### src/rtl/aes_pkg.sv
// rtl/aes_pkg.sv - shared types and constants for the AES BRAM arbiter
package aes_pkg;

  // Native BRAM word width; also the default arbiter data width.
  localparam int AES_WORD_W = 32;

  // Byte distance between consecutive BRAM words as seen by the sequencers.
  localparam int AES_BYTE_STRIDE = 4;

  // Arbiter transfer states.
  typedef enum logic [1:0] {
    IDLE = 2'd0,
    WAIT = 2'd1,
    DONE = 2'd2
  } aes_state_e;

endpackage

### src/rtl/aes_bram_arbiter_if.sv
// rtl/aes_bram_arbiter_if.sv - requester and BRAM signal bundle for the arbiter
interface aes_bram_arbiter_if import aes_pkg::*; #(
  parameter int NUM_REQ = 2,
  parameter int ADDR_W  = 32,
  parameter int DATA_W  = AES_WORD_W
);

  localparam int ID_W = (NUM_REQ > 1) ? $clog2(NUM_REQ) : 1;

  // Requester side
  logic [NUM_REQ-1:0]        req;
  logic [NUM_REQ-1:0]        req_we;
  logic [NUM_REQ*ADDR_W-1:0] req_addr;
  logic [NUM_REQ*DATA_W-1:0] req_wdata;
  logic [NUM_REQ-1:0]        req_done;
  logic [NUM_REQ-1:0]        req_err;
  logic [DATA_W-1:0]         req_rdata;
  logic [ID_W-1:0]           grant_id;
  logic                      busy;

  // BRAM side
  logic                      bram_start_read;
  logic                      bram_start_write;
  logic [ADDR_W-1:0]         bram_addr;
  logic [DATA_W-1:0]         bram_write_data;
  logic [DATA_W-1:0]         bram_read_data;
  logic                      bram_complete;

  // Arbiter view
  modport slave (
    input  req, req_we, req_addr, req_wdata, bram_complete, bram_read_data,
    output req_done, req_err, req_rdata, grant_id, busy,
           bram_start_read, bram_start_write, bram_addr, bram_write_data
  );

  // Requester/BRAM environment view
  modport master (
    output req, req_we, req_addr, req_wdata, bram_complete, bram_read_data,
    input  req_done, req_err, req_rdata, grant_id, busy,
           bram_start_read, bram_start_write, bram_addr, bram_write_data
  );

endinterface

### src/rtl/aes_rr_pick.sv
// rtl/aes_rr_pick.sv - combinational round-robin priority picker
module aes_rr_pick #(
  parameter int N     = 2,
  parameter int IDX_W = (N > 1) ? $clog2(N) : 1
) (
  input  logic [N-1:0]     i_req,
  input  logic [IDX_W-1:0] i_ptr,
  output logic [IDX_W-1:0] o_idx,
  output logic             o_valid
);

  localparam logic [IDX_W:0] NUM = (IDX_W + 1)'(N);

  logic [2*N-1:0] w_dbl;
  logic [N-1:0]   w_rot;
  logic [IDX_W:0] w_off;
  logic [IDX_W:0] w_sum;

  // Rotate the request vector so bit 0 is the requester at the pointer.
  assign w_dbl = {i_req, i_req};
  assign w_rot = N'(w_dbl >> i_ptr);

  // Lowest set bit of the rotated vector is the distance from the pointer.
  always_comb begin
    w_off = '0;
    for (int k = N - 1; k >= 0; k--) begin
      if (w_rot[k]) w_off = (IDX_W + 1)'(k);
    end
  end

  assign w_sum   = {1'b0, i_ptr} + w_off;
  assign o_idx   = (w_sum >= NUM) ? IDX_W'(w_sum - NUM) : IDX_W'(w_sum);
  assign o_valid = |i_req;

endmodule

### src/rtl/aes_bram_arbiter.sv
// rtl/aes_bram_arbiter.sv - round-robin BRAM port arbiter; AES_BRAM_ARB_TIMEOUT_EN adds a WAIT watchdog
module aes_bram_arbiter import aes_pkg::*; #(
  parameter int NUM_REQ        = 2,
  parameter int ADDR_W         = 32,
  parameter int DATA_W         = AES_WORD_W,
  parameter int TIMEOUT_CYCLES = 1024
) (
  input logic               aes_clk,
  input logic               aes_rst_n,
  aes_bram_arbiter_if.slave bus
);

  localparam int              ID_W    = (NUM_REQ > 1) ? $clog2(NUM_REQ) : 1;
  localparam logic [ID_W-1:0] LAST_ID = ID_W'(NUM_REQ - 1);

  aes_state_e          r_state, w_state_nxt;
  logic [ID_W-1:0]     r_gid, w_gid_nxt;
  logic [ID_W-1:0]     r_ptr, w_ptr_nxt;
  logic                r_we, w_we_nxt;
  logic [ADDR_W-1:0]   r_addr, w_addr_nxt;
  logic [DATA_W-1:0]   r_wdata, w_wdata_nxt;
  logic [DATA_W-1:0]   r_rdata, w_rdata_nxt;
  logic                r_start_rd, w_start_rd_nxt;
  logic                r_start_wr, w_start_wr_nxt;
  logic [NUM_REQ-1:0]  r_done, w_done_nxt;

  logic [ID_W-1:0]     w_pick_idx;
  logic                w_pick_valid;
  logic [ID_W-1:0]     w_gid_inc;
  logic [ADDR_W-1:0]   w_addr_arr  [NUM_REQ];
  logic [DATA_W-1:0]   w_wdata_arr [NUM_REQ];

  // Configuration constants kept visible in every build.
  logic                w_unused_cfg;
  assign w_unused_cfg = (TIMEOUT_CYCLES != 0) && (AES_BYTE_STRIDE != 0);

`ifdef AES_BRAM_ARB_TIMEOUT_EN
  localparam int               CNT_W    = $clog2(TIMEOUT_CYCLES) + 1;
  localparam logic [CNT_W-1:0] CNT_LAST = CNT_W'(TIMEOUT_CYCLES - 1);

  logic [CNT_W-1:0]    r_cnt, w_cnt_nxt;
  logic [NUM_REQ-1:0]  r_err, w_err_nxt;
`endif

  // Split the packed per-requester address/data buses into indexable words.
  for (genvar g = 0; g < NUM_REQ; g++) begin : g_unpack
    assign w_addr_arr[g]  = bus.req_addr[g*ADDR_W +: ADDR_W];
    assign w_wdata_arr[g] = bus.req_wdata[g*DATA_W +: DATA_W];
  end

  aes_rr_pick #(
    .N     (NUM_REQ),
    .IDX_W (ID_W)
  ) u_pick (
    .i_req   (bus.req),
    .i_ptr   (r_ptr),
    .o_idx   (w_pick_idx),
    .o_valid (w_pick_valid)
  );

  // Pointer moves to the requester after the one just served.
  assign w_gid_inc = (r_gid == LAST_ID) ? '0 : r_gid + 1'b1;

  // Next-state and next-output decode.
  always_comb begin
    w_state_nxt    = r_state;
    w_gid_nxt      = r_gid;
    w_ptr_nxt      = r_ptr;
    w_we_nxt       = r_we;
    w_addr_nxt     = r_addr;
    w_wdata_nxt    = r_wdata;
    w_rdata_nxt    = r_rdata;
    w_start_rd_nxt = r_start_rd;
    w_start_wr_nxt = r_start_wr;
    w_done_nxt     = '0;
`ifdef AES_BRAM_ARB_TIMEOUT_EN
    w_cnt_nxt      = r_cnt;
    w_err_nxt      = '0;
`endif

    case (r_state)
      IDLE: begin
        if (w_pick_valid) begin
          w_state_nxt    = WAIT;
          w_gid_nxt      = w_pick_idx;
          w_we_nxt       = bus.req_we[w_pick_idx];
          w_addr_nxt     = w_addr_arr[w_pick_idx];
          w_wdata_nxt    = w_wdata_arr[w_pick_idx];
          w_start_wr_nxt = bus.req_we[w_pick_idx];
          w_start_rd_nxt = !bus.req_we[w_pick_idx];
`ifdef AES_BRAM_ARB_TIMEOUT_EN
          w_cnt_nxt      = '0;
`endif
        end
      end

      WAIT: begin
        if (bus.bram_complete) begin
          w_start_rd_nxt    = 1'b0;
          w_start_wr_nxt    = 1'b0;
          w_done_nxt[r_gid] = 1'b1;
          w_ptr_nxt         = w_gid_inc;
          w_state_nxt       = DONE;
          if (!r_we) w_rdata_nxt = bus.bram_read_data;
        end
`ifdef AES_BRAM_ARB_TIMEOUT_EN
        else if (r_cnt == CNT_LAST) begin
          w_start_rd_nxt   = 1'b0;
          w_start_wr_nxt   = 1'b0;
          w_err_nxt[r_gid] = 1'b1;
          w_ptr_nxt        = w_gid_inc;
          w_state_nxt      = DONE;
        end else begin
          w_cnt_nxt = r_cnt + 1'b1;
        end
`endif
      end

      DONE: begin
        w_state_nxt = IDLE;
      end

      default: begin
        w_state_nxt    = IDLE;
        w_start_rd_nxt = 1'b0;
        w_start_wr_nxt = 1'b0;
      end
    endcase
  end

  // State and output registers; reset abandons any in-flight access.
  always_ff @(posedge aes_clk or negedge aes_rst_n) begin
    if (!aes_rst_n) begin
      r_state    <= IDLE;
      r_gid      <= '0;
      r_ptr      <= '0;
      r_we       <= 1'b0;
      r_addr     <= '0;
      r_wdata    <= '0;
      r_rdata    <= '0;
      r_start_rd <= 1'b0;
      r_start_wr <= 1'b0;
      r_done     <= '0;
    end else begin
      r_state    <= w_state_nxt;
      r_gid      <= w_gid_nxt;
      r_ptr      <= w_ptr_nxt;
      r_we       <= w_we_nxt;
      r_addr     <= w_addr_nxt;
      r_wdata    <= w_wdata_nxt;
      r_rdata    <= w_rdata_nxt;
      r_start_rd <= w_start_rd_nxt;
      r_start_wr <= w_start_wr_nxt;
      r_done     <= w_done_nxt;
    end
  end

`ifdef AES_BRAM_ARB_TIMEOUT_EN
  // Watchdog counter and timeout pulse registers.
  always_ff @(posedge aes_clk or negedge aes_rst_n) begin
    if (!aes_rst_n) begin
      r_cnt <= '0;
      r_err <= '0;
    end else begin
      r_cnt <= w_cnt_nxt;
      r_err <= w_err_nxt;
    end
  end

  assign bus.req_err = r_err;
`else
  assign bus.req_err = '0;
`endif

  assign bus.req_done         = r_done;
  assign bus.req_rdata        = r_rdata;
  assign bus.grant_id         = r_gid;
  assign bus.busy             = (r_state != IDLE);
  assign bus.bram_start_read  = r_start_rd;
  assign bus.bram_start_write = r_start_wr;
  assign bus.bram_addr        = r_addr;
  assign bus.bram_write_data  = r_wdata;

endmodule

### src/flat_wrapper.sv
// flat-port wrapper written by rule: the top's interface ports become plain ports
module aes_bram_arbiter_flat import aes_pkg::*;
#(
  parameter int NUM_REQ        = 2,
  parameter int ADDR_W         = 32,
  parameter int DATA_W         = AES_WORD_W,
  parameter int TIMEOUT_CYCLES = 1024
)
  (aes_clk, aes_rst_n, bus_req, bus_req_we, bus_req_addr, bus_req_wdata, bus_bram_complete, bus_bram_read_data, bus_req_done, bus_req_err, bus_req_rdata, bus_grant_id, bus_busy, bus_bram_start_read, bus_bram_start_write, bus_bram_addr, bus_bram_write_data);
  aes_bram_arbiter_if #(.NUM_REQ(NUM_REQ), .ADDR_W(ADDR_W), .DATA_W(DATA_W)) bus_i ();
  input logic aes_clk;
  input logic aes_rst_n;
  input wire logic [$bits(bus_i.req)-1:0] bus_req;
  input wire logic [$bits(bus_i.req_we)-1:0] bus_req_we;
  input wire logic [$bits(bus_i.req_addr)-1:0] bus_req_addr;
  input wire logic [$bits(bus_i.req_wdata)-1:0] bus_req_wdata;
  input wire logic [$bits(bus_i.bram_complete)-1:0] bus_bram_complete;
  input wire logic [$bits(bus_i.bram_read_data)-1:0] bus_bram_read_data;
  output wire logic [$bits(bus_i.req_done)-1:0] bus_req_done;
  output wire logic [$bits(bus_i.req_err)-1:0] bus_req_err;
  output wire logic [$bits(bus_i.req_rdata)-1:0] bus_req_rdata;
  output wire logic [$bits(bus_i.grant_id)-1:0] bus_grant_id;
  output wire logic [$bits(bus_i.busy)-1:0] bus_busy;
  output wire logic [$bits(bus_i.bram_start_read)-1:0] bus_bram_start_read;
  output wire logic [$bits(bus_i.bram_start_write)-1:0] bus_bram_start_write;
  output wire logic [$bits(bus_i.bram_addr)-1:0] bus_bram_addr;
  output wire logic [$bits(bus_i.bram_write_data)-1:0] bus_bram_write_data;
  assign bus_i.req = bus_req;
  assign bus_i.req_we = bus_req_we;
  assign bus_i.req_addr = bus_req_addr;
  assign bus_i.req_wdata = bus_req_wdata;
  assign bus_i.bram_complete = bus_bram_complete;
  assign bus_i.bram_read_data = bus_bram_read_data;
  assign bus_req_done = bus_i.req_done;
  assign bus_req_err = bus_i.req_err;
  assign bus_req_rdata = bus_i.req_rdata;
  assign bus_grant_id = bus_i.grant_id;
  assign bus_busy = bus_i.busy;
  assign bus_bram_start_read = bus_i.bram_start_read;
  assign bus_bram_start_write = bus_i.bram_start_write;
  assign bus_bram_addr = bus_i.bram_addr;
  assign bus_bram_write_data = bus_i.bram_write_data;
  aes_bram_arbiter #(.NUM_REQ(NUM_REQ), .ADDR_W(ADDR_W), .DATA_W(DATA_W), .TIMEOUT_CYCLES(TIMEOUT_CYCLES)) u_core (.aes_clk(aes_clk), .aes_rst_n(aes_rst_n), .bus(bus_i));
endmodule
### config.mk
export PLATFORM = sky130hd
export DESIGN_NAME = aes_bram_arbiter_flat
export DESIGN_NICKNAME = d
export VERILOG_FILES = /design/src/rtl/aes_pkg.sv /design/src/rtl/aes_bram_arbiter_if.sv /design/src/rtl/aes_rr_pick.sv /design/src/rtl/aes_bram_arbiter.sv /design/src/flat_wrapper.sv
export SDC_FILE = /design/constraint.sdc
export NUM_CORES = 1
export LEC_CHECK = 0
export BUFFER_PORTS_ARGS = -buffer_cell sky130_fd_sc_hd__buf_2
export CORE_MARGIN = 3
export CORE_UTILIZATION = 40
export CTS_CLUSTER_DIAMETER = 30
export DETAILED_ROUTE_END_ITERATION = 8
export GPL_ROUTABILITY_DRIVEN = 0
export PLACE_DENSITY_LB_ADDON = 0.12
export SYNTH_ARGS = -nofsm -noshare
export SYNTH_HDL_FRONTEND = slang
export SYNTH_SLANG_ARGS = --single-unit
### constraint.sdc
create_clock -name aes_clk -period 1.8 [get_ports aes_clk]
set_input_delay 0.36 -clock aes_clk [delete_from_list [all_inputs] [get_ports aes_clk]]
set_output_delay 0.36 -clock aes_clk [all_outputs]
set_load 0.03 [all_outputs]
==> results.yml, run 1 <==
timing:
  finalHoldWorstSlack_ps: 239
  fin_crit_sh: 0.949
  hold_viol_final: 0
  rsz0062_at_grt: "false"
  worstMarginPinSlew_ps: 517
  finalSetupViolCount: 0
  slew_headroom: 0.656
  clock-skew-final_ps: 9.33
  slew_viol_final: 0
  period_minus_slack_ps: 1710
  fmax_ghz: 0.585
  finalSetupTns_ps: 0
critical_path:
  critPathMaxFanout: 33
  critPathArrivalTime_ps: 1350
  end_kind: "primary output"
  regToRegSetupSlack_ps: 130
  cp.required_ps: 1440
  endpoint: "bus_busy"
  rr_worst_depth: 5
  critical_path_class: "flip-flop to primary output"
  cp-start-kind: "flip-flop"
  r2r_end: "u_core.bus.bram_addr[21]$_DFFE_PN0P_"
  setup.worst_path.start: "u_core.r_state[0]$_DFFE_PN0P_"
  r2r_start: "u_core.r_state[0]$_DFFE_PN0P_"
routing:
  wl_met1_um: 7570
  drtAntennaViolNets: 0
  route.met3.wl_um: 1780
  num_vias: 5527
  wl_met2_um: 8810
  drt_iter0_drc: 409
  topRoutingLayerUsed: "met4"
  drc: 0
  viasPerCell: 6.03
  wl_um: 18500
  dr.pass1.iters: 4
  wire_per_inst_um: 20.2
power_and_ir_drop:
  ir_worst_vdd_mv: 1.21
  power.leakage_nw: 3.43
  power.density_mw_per_mm2: 1880
  power_w: 0.0137
clock_network:
  cts.htree.levels: 3
  clock_sinks: 105
  cts_inserted_buffers: 9
  ctsLongestPathBuffers: 2
  cts_root_buf: "clkbuf_16"
  cts_tree: "yes"
  path_clk_slew_ps: 70
  worst_skew_pair.late_latency_ps: 360
hold_path:
  hold_depth: 2
  min_path_type: "input port to flip-flop"
place:
  post-dp-hpwl_um: 12000
  port_buffers: 268
  placed_cells: 898
yosys:
  synth_area_mm2: 0.00552
  synth_top_area_share: 0.476
  synth_seq_cells: 105
  async_flop_share: 1.00
  synth_edf_count: 0
  synthCells: 506
  yosysSeqAreaShare: 0.476
  synth_largest_area_cell: "dfrtp_1"
  yosysUniqueCellTypes: 30
  ys_warn_count: 0
  syn_avg_cell_area_um2: 10.9
  ys_top_cells_by_count: "o2111ai_1 (128), dfrtp_1 (105), o21ai_0 (71)"
  synth.most_common_cell: "o2111ai_1"
  yosys-top-cells-area: "dfrtp_1 (48%), o2111ai_1 (20%), mux2_4 (8.2%), o21ai_0 (6.4%), nand3_1 (5.8%)"
  synthFlopType: "dfrtp_1"
global_route:
  overflow: 0
  grt_pass1_vias: 5431
  grt_max_degree: 130
  grt_pass1_wl_um: 27500
  antenna_found_initial: 0
  gr-usage-all-layers: 0.230
floorplan:
  initial_core_util: 0.414
  core-area_mm2: 0.0133
  rows: 42
  die_x_um: 124
  fp.dieArea_mm2: 0.0153
  die_h_um: 124
  io_pins: 271
layout:
  n_antenna_cell: 0
  nNetsFinal: 903
  fillers: 1249
  drive_gt1_frac: 0.475
  area_delta_synth_final_pct: 31.8
  layout.cells.non_filler: 917
run:
  maxCapViolCount: 0
run_status:
  run_status: "complete, no violations"
-- placed cells by master, fill, tap and decap left out, types with 2 or more instances in the layout --
master,n
o2111ai_1,128
a21oi_1,2
nor2_4,2
inv_2,3
buf_4,19
clkbuf_16,10
inv_6,3
o31ai_1,4
o21ai_0,71
dfrtp_1,104
o211ai_1,2
nand3_1,64
mux2_2,3
nor2b_1,3
conb_1,2
mux2_4,30
buf_2,267
buf_12,5
-- worst min-delay path by stage --
stage / from / slack, ps / endpoint
after floorplan: aes_rst_n / 60 / u_core.bus.bram_addr[0]$_DFFE_PN0P_
after global placement: aes_rst_n / 300 / u_core.bus.req_rdata[9]$_DFFE_PN0P_
after detailed placement: aes_rst_n / 320 / u_core.bus.req_rdata[9]$_DFFE_PN0P_
after CTS: bus_bram_read_data[9] / 220 / u_core.bus.req_rdata[9]$_DFFE_PN0P_
after global routing: bus_bram_read_data[19] / 220 / u_core.bus.req_rdata[19]$_DFFE_PN0P_
final: bus_bram_read_data[9] / 240 / u_core.bus.req_rdata[9]$_DFFE_PN0P_
-- sequential cells by signal, indices dropped and copies added, names as in the netlist --
signal / count
u_core.r_we: 1
u_core.bus.req_done: 2
u_core.bus.req_rdata: 32
u_core.bus.bram_start_read: 1
u_core.r_state: 2
u_core.bus.bram_write_data: 32
u_core.bus.bram_start_write: 1
u_core.bus.grant_id: 1
u_core.bus.bram_addr: 32
u_core.r_ptr: 1
-- kinds of logic after synthesis --
group | share of synthesized area
AO/OA/AOI/OAI | 0.279
buffers and inverters | 0.0777
flip-flops | 0.476
multiplexers | 0.0877
other | 0.000679
AND/OR/NAND/NOR | 0.0797
-- what timing repair did --
item / 4_1_cts / 5_1_grt
pin swaps: 0 / 1
hold buffers: 1 / 0
buffers inserted: 0 / 1
cloned: 0 / 1
setup endpoints to repair: 1 / 5
gates resized for setup: 1 / 4
endpoints found under the hold margin: 24 / 0
-- area by class of cell --
class	instances	area [um2]	share of cell area
repair buffers	294	1630	0.223
multi-input cells	321	2480	0.340
flip-flops and latches	105	2630	0.361
clock inverters	7	77.6	0.0107
inverters	5	26.3	0.00361
clock buffers	9	225	0.0309
well taps	176	220	0.0303
-- worst max-delay path, stage by stage, from the launching register on --
cell and delay, ps:
dfrtp_1 450, nor2_4 220, inv_8 130, buf_2 200
-- layer usage --
metal / global-route usage / vias to the layer above
met5: 0 / -
met4: 0.0810 / 0
met3: 0.0709 / 27
met2: 0.361 / 326
met1: 0.301 / 2675
li1: - / 2499
-- through the flow --
step	setup slack [ps]	instance area, um2	utilization
after floorplan	463	5530	-
after global placement	85.9	6940	0.520
after detailed placement	35.7	6940	0.520
after CTS	-39.8	7250	0.543
after global routing	21.8	7280	0.545
final	91.0	7280	0.545
-- power breakdown --
group          internal, W  switching, W  total, W
Sequential         0.00351      0.000649   0.00416
Combinational      0.00241       0.00508   0.00749
Clock              0.00109      0.000913   0.00201
Note: power is estimated with default switching activity, not from simulation.
==> run 2, diff against run 1 <==
--- a/config.mk
+++ b/config.mk
@@ -6,8 +6,10 @@
 export NUM_CORES = 1
 export LEC_CHECK = 0
 export BUFFER_PORTS_ARGS = -buffer_cell sky130_fd_sc_hd__buf_2
+export CELL_PAD_IN_SITES_DETAIL_PLACEMENT = 0
+export CELL_PAD_IN_SITES_GLOBAL_PLACEMENT = 1
 export CORE_MARGIN = 3
-export CORE_UTILIZATION = 40
+export CORE_UTILIZATION = 34
 export CTS_CLUSTER_DIAMETER = 30
 export DETAILED_ROUTE_END_ITERATION = 8
 export GPL_ROUTABILITY_DRIVEN = 0
==> constraint.sdc (replaced) <==
create_clock -name aes_clk -period 1.9 [get_ports aes_clk]
set_input_delay 0.38 -clock aes_clk [delete_from_list [all_inputs] [get_ports aes_clk]]
set_output_delay 0.38 -clock aes_clk [all_outputs]
set_load 0.03 [all_outputs]
==> run 2 against run 1 <==
Die area increased by 17%; first-iteration DRC count decreased by 13%; combinational power decreased by 6.5%; routed wire length increased by 4.5%; register-to-register slack improved by 260 ps; cell count increased by 3.8%; final area increased by 0.46%; global-route usage decreased by 1.9 points; critical path type unchanged; utilization decreased by 7.5 points; via count decreased by 1.5%.
==> results.yml, run 2 (synthesized netlist as in run 1, its figures left out) <==
timing:
  finalSetupViolCount: 0
  clock-skew-final_ps: 7.16
  worstMarginPinSlew_ps: 513
  slew_headroom: 0.654
  slew_viol_final: 0
  fin_crit_sh: 0.938
  hold_viol_final: 0
  fmax_ghz: 0.561
  finalSetupTns_ps: 0
  finalHoldWorstSlack_ps: 255
  period_minus_slack_ps: 1780
  setup_ws_ps: 118
  rsz0062_at_grt: "false"
clock_network:
  cts.htree.levels: 3
  cts_tree: "yes"
  ctsLongestPathBuffers: 2
  clock_sinks: 105
  worst_skew_pair.late_latency_ps: 360
  cts_inserted_buffers: 9
  path_clk_slew_ps: 70
  postCtsSetupRepairBufs: 0
  cts_root_buf: "clkbuf_16"
floorplan:
  core-area_mm2: 0.0155
  initial_core_util: 0.355
  die_x_um: 133
  die_h_um: 133
  io_pins: 271
  rows: 45
  fp.dieArea_mm2: 0.0178
global_route:
  grt_pass1_wl_um: 30400
  antenna_found_initial: 0
  grt_max_degree: 77
  gr-usage-all-layers: 0.211
  overflow: 0
  grt_pass1_vias: 5436
power_and_ir_drop:
  p_sw_frac: 0.485
  power.leakage_nw: 3.42
  power_frac_seq: 0.306
  p_int_w: 0.00663
  p_sw_w: 0.00623
  ir_worst_vdd_mv: 0.927
  power.density_mw_per_mm2: 1760
  power_frac_clock: 0.150
  p_comb_frac: 0.544
layout:
  nNetsFinal: 903
  most-common-layout-cells: "buf_2 (267), o2111ai_1 (128), dfrtp_1 (104)"
  layout.cells.non_filler: 952
  drive_gt1_frac: 0.474
  seq_area_mm2: 0.00263
  area_delta_synth_final_pct: 32.4
  n_antenna_cell: 0
  fillers: 1504
  multiInputGateArea_mm2: 0.00248
  final_common_cell: "buf_2"
critical_path:
  critical_path_class: "flip-flop to primary output"
  end_kind: "primary output"
  cp.required_ps: 1520
  cp-start-kind: "flip-flop"
  critPathMaxFanout: 11
  critPathArrivalTime_ps: 1400
place:
  placed_cells: 935
  post-dp-hpwl_um: 13200
  dp_slack_ps: 381
  port_buffers: 268
hold_path:
  min_path_type: "input port to flip-flop"
run_status:
  run_status: "complete, no violations"
run:
  maxCapViolCount: 0
routing:
  drc: 0
  wire_per_inst_um: 20.3
  viasPerCell: 5.72
  dr.pass1.iters: 5
  wl_um: 19300
  num_vias: 5445
  drtAntennaViolNets: 0
  drt_iter0_drc: 357
==> run 2: power groups by stage <==
stage          Clock [W]  Sequential (W)  Combinational, W
2_1_floorplan          0         0.00599           0.00290
3_3_place_gp           0         0.00393           0.00699
3_5_place_dp           0         0.00397           0.00703
4_1_cts          0.00196         0.00394           0.00704
5_1_grt          0.00206         0.00407           0.00750
6_report         0.00192         0.00394           0.00700
==> run 2: worst paths after layout <==
check	cells after the start	end	slack [ps]	startpoint
max	3	bus_busy	120	u_core.r_state[0]$_DFFE_PN0P_
min	2	u_core.bus.req_rdata[13]$_DFFE_PN0P_	260	bus_bram_read_data[13]
max reg2reg	4	u_core.bus.req_rdata[0]$_DFFE_PN0P_	390	u_core.r_state[1]$_DFFE_PN0P_
min reg2reg	1	u_core.bus.req_done[0]$_DFF_PN0_	500	u_core.bus.grant_id$_DFFE_PN0P_
max in group asynchronous	3	u_core.bus.bram_write_data[19]$_DFFE_PN0P_	810	aes_rst_n
min in group asynchronous	2	u_core.bus.bram_write_data[21]$_DFFE_PN0P_	510	aes_rst_n
==> run 2: layout make-up <==
cell class / instances / share of cell area
Sequential cell: 105 / 0.359
Multi-Input combinational cell: 321 / 0.339
Timing Repair Buffer: 294 / 0.223
Tap cell: 211 / 0.0361
Clock buffer: 10 / 0.0313
Clock inverter: 6 / 0.00924
Inverter: 5 / 0.00257
==> run 2: metrics by stage <==
step	instance area, um2	power (W)	util
after floorplan	5530	0.00889	-
after global placement	7010	0.0109	0.451
after detailed placement	7010	0.0110	0.451
after CTS	7310	0.0130	0.471
after global routing	7310	0.0136	0.471
final	7310	0.0129	0.471
==> run 2: repair_timing <==
action                                 in CTS  in global routing
gates resized for setup                     0                  0
endpoints found under the hold margin      24                  0
hold buffers                                1                  0
==> run 2: worst max-delay path, cell delays in order, from the launching register on <==
cell,delay (ps)
dfrtp_1,450
nor2_4,240
inv_2,150
buf_2,210
==> run 2: per-layer routing <==
metal | GRT usage | vias to the layer above | wire, um
li1 | - | 2502 | -
met1 | 0.278 | 2640 | 8040
met2 | 0.331 | 272 | 9030
met3 | 0.0612 | 31 | 1800
met4 | 0.0794 | 0 | 459
met5 | 0 | - | 0
==> run 3, diff against run 2 <==
==> constraint.sdc (replaced) <==
create_clock -name aes_clk -period 2 [get_ports aes_clk]
set_input_delay 0.4 -clock aes_clk [delete_from_list [all_inputs] [get_ports aes_clk]]
set_output_delay 0.4 -clock aes_clk [all_outputs]
set_load 0.03 [all_outputs]
==> run 3 against run 2 <==
Final area rose by 0.56%; combinational power fell by 4.0%; utilization rose by 0.27 points.
==> results.yml, run 3 (synthesized netlist as in run 1, its figures left out) <==
power_and_ir_drop:
  power.density_mw_per_mm2: 1690
  power_frac_clock: 0.157
  p_comb_frac: 0.541
  power_frac_seq: 0.303
  ir_worst_vdd_mv: 0.594
  p_sw_frac: 0.481
  p_sw_w: 0.00597
  p_int_w: 0.00646
  power.leakage_nw: 3.43
global_route:
  antenna_found_initial: 3
  overflow: 0
  grt_max_degree: 84
  grt_pass1_wl_um: 31200
  grt_pass1_vias: 5554
  gr-usage-all-layers: 0.219
critical_path:
  r2r_start: "u_core.r_state[0]$_DFFE_PN0P_"
  cp-start-kind: "flip-flop"
  regToRegSetupSlack_ps: 320
  critPathMaxFanout: 26
  rr_worst_depth: 4
  cpPeakStageDelay_ps: 460
  critPathSlowestCell: "dfrtp_1"
  path_cells: "nor2_4 > inv_4 > buf_2"
  critPathArrivalTime_ps: 1420
  r2r_end: "u_core.bus.bram_start_write$_DFFE_PN0P_"
  cp.required_ps: 1600
  end_kind: "primary output"
  critical_path_class: "flip-flop to primary output"
timing:
  fmax_ghz: 0.550
  clock-skew-final_ps: 9.38
  slew_headroom: 0.611
  hold_viol_final: 0
  worstMarginPinSlew_ps: 583
  rsz0062_at_grt: "false"
  finalSetupTns_ps: 0
  slew_viol_final: 0
  period_minus_slack_ps: 1820
  fin_crit_sh: 0.909
  finalSetupViolCount: 0
clock_network:
  cts_tree: "yes"
  worst_skew_pair.late_latency_ps: 360
  path_clk_slew_ps: 70
  ctsLongestPathBuffers: 2
  clock_sinks: 105
  cts.htree.levels: 3
  cts_inserted_buffers: 9
  cts_root_buf: "clkbuf_16"
layout:
  final_common_cell: "buf_2"
  final_core_util: 0.473
  nNetsFinal: 900
  area_delta_synth_final_pct: 33.1
  drive_gt1_frac: 0.474
  most-common-layout-cells: "buf_2 (267), o2111ai_1 (128), dfrtp_1 (104)"
floorplan:
  fp.dieArea_mm2: 0.0178
  die_h_um: 133
  initial_core_util: 0.355
  die_x_um: 133
  io_pins: 271
  rows: 45
  core-area_mm2: 0.0155
routing:
  drc: 0
  viasPerCell: 5.74
  wl_um: 19800
  drt_iter0_drc: 386
  num_vias: 5455
  dr.pass1.iters: 7
  wire_per_inst_um: 20.9
  drtAntennaViolNets: 0
place:
  port_buffers: 268
  post-dp-hpwl_um: 13400
hold_path:
  min_path_type: "input port to asynchronous set/reset pin"
run_status:
  run_status: "complete, no violations"
run:
  maxCapViolCount: 0
==> run 3: power by group through the flow <==
stage | Clock (W) | Sequential, W | Combinational (W)
2_1_floorplan | 0 | 0.00569 | 0.00276
3_3_place_gp | 0 | 0.00373 | 0.00668
3_5_place_dp | 0 | 0.00378 | 0.00675
4_1_cts | 0.00198 | 0.00377 | 0.00676
5_1_grt | 0.00207 | 0.00388 | 0.00721
6_report | 0.00195 | 0.00376 | 0.00672
==> run 3: worst max-delay path: cells and delay by family (launching register included) <==
| family | cells | cell delay, ps |
|---|---|---|
| AND/OR/NAND/NOR | 1 | 90 |
| buffers and inverters | 2 | 510 |
| flip-flops | 1 | 460 |
==> run 3: what timing repair did <==
item	CTS	global route
resized for setup	1	0
hold buffers	0	0
buffers inserted	0	0
setup endpoints to repair	1	0
==> run 3: area by class of cell <==
cell class / count / area, um2
Fill cell: 1528 / 8190
Sequential cell: 105 / 2630
Multi-Input combinational cell: 321 / 2480
Timing Repair Buffer: 291 / 1640
Tap cell: 211 / 264
Clock buffer: 9 / 225
Clock inverter: 7 / 95.1
Inverter: 5 / 21.3
Antenna cell: 1 / 2.50
==> run 3: per-layer routing <==
metal	vias up	wire, um	track usage
li1	2493	-	-
met3	28	1620	0.0627
met2	244	9540	0.354
met1	2686	8220	0.281
met4	4	428	0.0766
met5	-	24	0
==> run 3: how the worst max path moves through the flow <==
stage                                        endpoint                           from  depth (start not counted)  slack (ps)
3_3_place_gp     u_core.bus.bram_addr[29]$_DFFE_PN0P_                     bus_req[1]                          4         340
3_5_place_dp     u_core.bus.bram_addr[27]$_DFFE_PN0P_                     bus_req[1]                          4         320
2_1_floorplan  u_core.bus.bram_start_read$_DFFE_PN0P_                     bus_req[0]                          4         640
4_1_cts                                      bus_busy  u_core.r_state[0]$_DFFE_PN0P_                          3         160
5_1_grt                                      bus_busy  u_core.r_state[0]$_DFFE_PN0P_                          3         100
6_report                                     bus_busy  u_core.r_state[0]$_DFFE_PN0P_                          3         180
==> run 3: metrics by stage <==
step / area (um2) / hold WS (ps) / instances / worst slack, ps / total power [W]
after global routing: 7350 / 34.5 / 950 / 104 / 0.0132
after CTS: 7350 / 19.1 / 949 / 157 / 0.0125
after detailed placement: 7030 / 402 / 933 / 318 / 0.0105
final: 7350 / 2.14 / 950 / 181 / 0.0124
after floorplan: 5530 / 104 / 507 / 643 / 0.00845
after global placement: 7030 / 390 / 933 / 344 / 0.0104
